<file path="src/rtl/imem_stream_loader_if.sv">
// rtl/imem_stream_loader_if.sv - instruction word stream into the program loader
interface imem_stream_loader_if;
  logic        in_valid;
  logic        in_ready;
  logic [31:0] in_data;
  logic        in_last;

  modport master (output in_valid, output in_data, output in_last, input in_ready);
  modport slave  (input in_valid, input in_data, input in_last, output in_ready);
endinterface

</file>
<file path="src/rtl/imem_stream_loader.sv">
// rtl/imem_stream_loader.sv - streams words big-endian into imem, appends halt sentinel, releases cpu
// Optional running word checksum enabled by IMEM_LOADER_CHECKSUM_EN.
module imem_stream_loader #(
  parameter int ADDR_WIDTH = 8
) (
  input  logic                  clk_i,
  input  logic                  rst_i,
  imem_stream_loader_if.slave   in_if,
  output logic                  mem_we_o,
  output logic [ADDR_WIDTH-1:0] mem_addr_o,
  output logic [7:0]            mem_wdata_o,
  output logic                  cpu_reset_o,
  output logic                  done_o,
  output logic                  overflow_o,
  output logic [ADDR_WIDTH-2:0] word_count_o,
  output logic [31:0]           checksum_o
);
  localparam int MAX_WORDS = (2 ** ADDR_WIDTH) / 4;
  localparam logic [ADDR_WIDTH-2:0] LAST_SLOT = (ADDR_WIDTH-1)'(MAX_WORDS - 1);

  typedef enum logic [1:0] {IDLE, WRITE, HALT, DONE} state_e;

  state_e                state_q;
  logic [1:0]            byte_q;
  logic [31:0]           shift_q;
  logic                  last_q;
  logic                  mem_we_q;
  logic [ADDR_WIDTH-1:0] mem_addr_q;
  logic [7:0]            mem_wdata_q;
  logic                  cpu_reset_q;
  logic                  done_q;
  logic                  overflow_q;
  logic [ADDR_WIDTH-2:0] word_count_q;

  logic full;
  logic accept;

  // The last slot is reserved for the sentinel, so a word arriving there is refused.
  assign full           = (word_count_q == LAST_SLOT);
  assign in_if.in_ready = (state_q == IDLE) && !full;
  assign accept         = in_if.in_valid && in_if.in_ready;

  always_ff @(posedge clk_i) begin
    if (rst_i) begin
      state_q      <= IDLE;
      byte_q       <= '0;
      shift_q      <= '0;
      last_q       <= 1'b0;
      mem_we_q     <= 1'b0;
      mem_addr_q   <= '0;
      mem_wdata_q  <= '0;
      cpu_reset_q  <= 1'b1;
      done_q       <= 1'b0;
      overflow_q   <= 1'b0;
      word_count_q <= '0;
    end else begin
      case (state_q)
        IDLE: begin
          mem_we_q <= 1'b0;
          byte_q   <= '0;
          if (accept) begin
            state_q      <= WRITE;
            shift_q      <= {in_if.in_data[23:0], 8'h00};
            last_q       <= in_if.in_last;
            mem_we_q     <= 1'b1;
            mem_addr_q   <= ADDR_WIDTH'({word_count_q, 2'b00});
            mem_wdata_q  <= in_if.in_data[31:24];
            word_count_q <= word_count_q + 1'b1;
          end else if (in_if.in_valid && full) begin
            state_q     <= HALT;
            overflow_q  <= 1'b1;
            mem_we_q    <= 1'b1;
            mem_addr_q  <= ADDR_WIDTH'({word_count_q, 2'b00});
            mem_wdata_q <= 8'hFF;
          end
        end
        WRITE: begin
          // Address keeps counting: after byte 3 it already points at the next word slot.
          byte_q     <= byte_q + 1'b1;
          mem_addr_q <= mem_addr_q + 1'b1;
          if (byte_q != 2'd3) begin
            mem_wdata_q <= shift_q[31:24];
            shift_q     <= {shift_q[23:0], 8'h00};
          end else if (last_q) begin
            state_q     <= HALT;
            mem_wdata_q <= 8'hFF;
          end else begin
            state_q  <= IDLE;
            mem_we_q <= 1'b0;
          end
        end
        HALT: begin
          byte_q <= byte_q + 1'b1;
          if (byte_q != 2'd3) begin
            mem_addr_q <= mem_addr_q + 1'b1;
          end else begin
            state_q     <= DONE;
            mem_we_q    <= 1'b0;
            done_q      <= 1'b1;
            cpu_reset_q <= 1'b0;
          end
        end
        default: begin
          mem_we_q <= 1'b0;
        end
      endcase
    end
  end

`ifdef IMEM_LOADER_CHECKSUM_EN
  logic [31:0] checksum_q;

  always_ff @(posedge clk_i) begin
    if (rst_i) begin
      checksum_q <= '0;
    end else if (accept) begin
      checksum_q <= checksum_q + in_if.in_data;
    end
  end

  assign checksum_o = checksum_q;
`else
  assign checksum_o = '0;
`endif

  assign mem_we_o     = mem_we_q;
  assign mem_addr_o   = mem_addr_q;
  assign mem_wdata_o  = mem_wdata_q;
  assign cpu_reset_o  = cpu_reset_q;
  assign done_o       = done_q;
  assign overflow_o   = overflow_q;
  assign word_count_o = word_count_q;
endmodule
</file>
<file path="src/flat_wrapper.sv">
// flat-port wrapper written by rule: the top's interface ports become plain ports
module imem_stream_loader_flat 
#(
  parameter int ADDR_WIDTH = 8
)
  (clk_i, rst_i, mem_we_o, mem_addr_o, mem_wdata_o, cpu_reset_o, done_o, overflow_o, word_count_o, checksum_o, in_if_in_valid, in_if_in_data, in_if_in_last, in_if_in_ready);
  imem_stream_loader_if in_if_i ();
  input  logic clk_i;
  input  logic rst_i;
  output logic mem_we_o;
  output logic [ADDR_WIDTH-1:0] mem_addr_o;
  output logic [7:0] mem_wdata_o;
  output logic cpu_reset_o;
  output logic done_o;
  output logic overflow_o;
  output logic [ADDR_WIDTH-2:0] word_count_o;
  output logic [31:0] checksum_o;
  input wire logic [$bits(in_if_i.in_valid)-1:0] in_if_in_valid;
  input wire logic [$bits(in_if_i.in_data)-1:0] in_if_in_data;
  input wire logic [$bits(in_if_i.in_last)-1:0] in_if_in_last;
  output wire logic [$bits(in_if_i.in_ready)-1:0] in_if_in_ready;
  assign in_if_i.in_valid = in_if_in_valid;
  assign in_if_i.in_data = in_if_in_data;
  assign in_if_i.in_last = in_if_in_last;
  assign in_if_in_ready = in_if_i.in_ready;
  imem_stream_loader #(.ADDR_WIDTH(ADDR_WIDTH)) u_core (.clk_i(clk_i), .rst_i(rst_i), .in_if(in_if_i), .mem_we_o(mem_we_o), .mem_addr_o(mem_addr_o), .mem_wdata_o(mem_wdata_o), .cpu_reset_o(cpu_reset_o), .done_o(done_o), .overflow_o(overflow_o), .word_count_o(word_count_o), .checksum_o(checksum_o));
endmodule
</file>
<file path="config.mk">
export PLATFORM = sky130hd
export DESIGN_NAME = imem_stream_loader_flat
export DESIGN_NICKNAME = d
export VERILOG_FILES = /design/src/rtl/imem_stream_loader_if.sv /design/src/rtl/imem_stream_loader.sv /design/src/flat_wrapper.sv
export SDC_FILE = /design/constraint.sdc
export NUM_CORES = 1
export LEC_CHECK = 0
export ABC_AREA = 1
export CAP_MARGIN = 10
export CORE_ASPECT_RATIO = 1.5
export CORE_MARGIN = 4
export CORE_UTILIZATION = 40
export DETAILED_ROUTE_END_ITERATION = 8
export GPL_TIMING_DRIVEN = 0
export PLACE_DENSITY = 0.81
export SLEW_MARGIN = 20
export SYNTH_ARGS = -nofsm -noshare
export SYNTH_HDL_FRONTEND = slang
export SYNTH_SLANG_ARGS = --single-unit
</file>
<file path="constraint.sdc">
create_clock -name clk_i -period 2.95 [get_ports clk_i]
set_input_delay 0.4425 -clock clk_i [delete_from_list [all_inputs] [get_ports clk_i]]
set_output_delay 0.4425 -clock clk_i [all_outputs]
set_load 0.005 [all_outputs]
</file>
==> metrics.yaml <==
outcome: "completed"
htree_num_levels: 2
drt_first_pass_iters: 4
ys_types: 25
met2_usage_pct: 31.5
synth-seq-cells: 56
globalplace.congestion: 0.862
rows: 39
cts_tree: "done"
vdd_ir_drop_max_mv: 0.372
synth_top_cell_by_area: "dfxtp_1"
drtIter0Drc: 186
switching_share_pct: 39.9
top_usage_layer: "met2"
p_comb_share_pct: 50.0
drv_slew: 0
io_buffers: 63
placedCellCount: 643
grt_start_max_net_pins: 18
fin_crit_ps: 2630
power_frac_seq_pct: 31.6
area_growth_pct: 32.8
grt_overflow: 0
final_hold_viol_count: 0
critPathMaxStageDelay_ps: 520
post_drt_wl_per_cell_um: 11.8
synth_area_mm2: 0.00318
grt_util_all_layers_pct: 16.4
wl_um: 7670
die_x_um: 80.8
cpLargestDelayFamily: "buffers and inverters"
powerDensity_mw_per_mm2: 882
remaining_drc_errors: 0
worstPathArrival_ps: 2190
fin_cells: 651
drive_above_1_share_pct: 13.7
cts_hold_buf: 0
p_int_mw: 2.24
cp_num_buf_inv: 4
path_cells: "ha_1 -> inv_1 -> nor2_2 -> nand2_1 -> clkbuf_1 -> inv_1 -> nor2_1 -> clkdlybuf4s50_1"
diodes: 0
grt_pass1_wl_um: 12100
clkSlewWorstSetupHoldPaths_ps: 70
cpMaxStageDelayCell: "clkdlybuf4s50_1"
end_kind: "output pin"
slew_headroom_pct: 62.5
crit_type: "flip-flop to output pin"
required_ps: 2510
via_per_inst: 4.72
placed_area_mm2: 0.00405
yosysSeqAreaShare_pct: 35.3
die_area_mm2: 0.00946
syn_area_per_cell_um2: 7.11
stdcell_area_mm2: 0.00422
power.switching_mw: 1.48
fin_nets: 591
dp.final_hpwl_um: 6030
clk_path_buf_depth: 2
cts_root_buffer: "clkbuf_16"
clock.fmax_mhz: 381
finClkSkew_ps: 6.84
antenna_found_initial: 0
tightest_slew_ps: 562
vias: 3070
ys_top_cells_by_area: "dfxtp_1 (35%), nand2_1 (10%), buf_4 (7.8%)"
cp_max_fo: 10
min-delay-path-class: "flip-flop to flip-flop"
whs_ps: 458
ant_nets: 0
drv_cap: 0
clk_latency_ps: 300
leakage_nw: 1.90
clkPwrFrac_pct: 18.4
start_util_pct: 41.5
yosysWarnings: 0
finalSetupTns_ps: 0
die_h_um: 117
synth_top_area_share_pct: 35.3
layout_common_cells: "nand2_1 (85), clkdlybuf4s50_1 (63), nor2_1 (56), dfxtp_1 (56), nand3_1 (44)"
finalCritPeriodShare_pct: 89.1
worst_path_most_repeated_cell: "inv_1"
netlist_instances: 447
ctsResizeCount: 0
rsz0062_at_grt: "no"
cts_inserted_buffers: 5
worstSetupStartpointType: "flip-flop"
ios: 96
grt_pass1_vias: 2813
post_cts_buffers: 0
coreArea_mm2: 0.00766
grt_use_met3_pct: 3.06
gr-usage-met1_pct: 16.2
power_mw: 3.72
clkSinkCount: 56
mostFrequentLayoutCell: "nand2_1"
setup_viol: 0
## logic make-up after synthesis
group,share of synthesized area [%]
AOI/OAI and AO/OA,16.4
xor gates and xnor gates,0.276
adders and majority gates,2.76
buffers and inverters,15.2
DFF,35.3
muxes,5.04
other,0.118
and+or+nand+nor,24.9
## flip-flops by register name (all words and copies together), names as in the netlist
name / cells
u_core.state_q: 2
u_core.done_o: 1
u_core.cpu_reset_o: 1
u_core.last_q: 1
u_core.mem_we_o: 1
u_core.byte_q: 2
u_core.mem_addr_o: 8
u_core.overflow_o: 1
u_core.word_count_o: 7
u_core.mem_wdata_o: 8
u_core.shift_q: 24
## power groups by stage
stage	combinational [mW]	sequential [mW]	clock, mW
after floorplan	1.32	1.16	0
after global routing	2.09	1.21	0.716
final	1.86	1.18	0.683
after CTS	1.87	1.17	0.694
after detailed placement	1.85	1.19	0
after global placement	1.80	1.18	0
## metal layers
metal	share of wire (%)	vias up
li1	-	1595
met1	39	1359
met2	53	101
met3	6.0	15
met4	2.6	0
met5	0	-
## path summary, 6_finish.rpt
kind / start / end / slack, ps / cells past startpoint
min reg2reg: u_core.cpu_reset_o / u_core.cpu_reset_o / 460 / 2
max reg2reg: u_core.state_q[1] / u_core.mem_addr_o[6] / 1100 / 7
min: u_core.cpu_reset_o / u_core.cpu_reset_o / 460 / 2
max: u_core.word_count_o[0] / in_if_in_ready / 320 / 8
## Yosys cell counts, drive strengths merged
| cell | count |
|---|---|
| o211ai | 1 |
| nor3 | 2 |
| dfxtp | 56 |
| conb | 1 |
| clkbuf | 8 |
| xnor2 | 1 |
| mux2i | 16 |
| a211oi | 1 |
| o21a | 2 |
| ha | 7 |
| inv | 31 |
| o21ai | 30 |
| nand4 | 2 |
| nand2 | 87 |
| buf | 48 |
| a21oi | 53 |
| nor2 | 57 |
| nand3 | 44 |
## per-stage QoR
step	worst slack, ps	util [%]
after global routing	170	55.1
final	322	55.1
after detailed placement	650	52.9
after global placement	677	52.9
after floorplan	1320	-
after CTS	326	55.1
## layout make-up
cell class / count / area [um2]
Timing Repair Buffer: 63 / 631
Clock buffer: 6 / 129
Sequential cell: 56 / 1120
Tap cell: 102 / 128
Multi-Input combinational cell: 335 / 1690
Buffer: 56 / 368
Inverter: 31 / 116
Fill cell: 735 / 3440
Clock inverter: 2 / 38.8
## worst reg2reg max path, stage by stage (launching register included)
cell	delay, ps
dfxtp_1	380
inv_1	90
ha_1	270
clkbuf_1	280
clkbuf_1	380
nand4_1	140
a21oi_1	150
nor2_1	60
No activity file was read; power rests on OpenSTA's default activity.
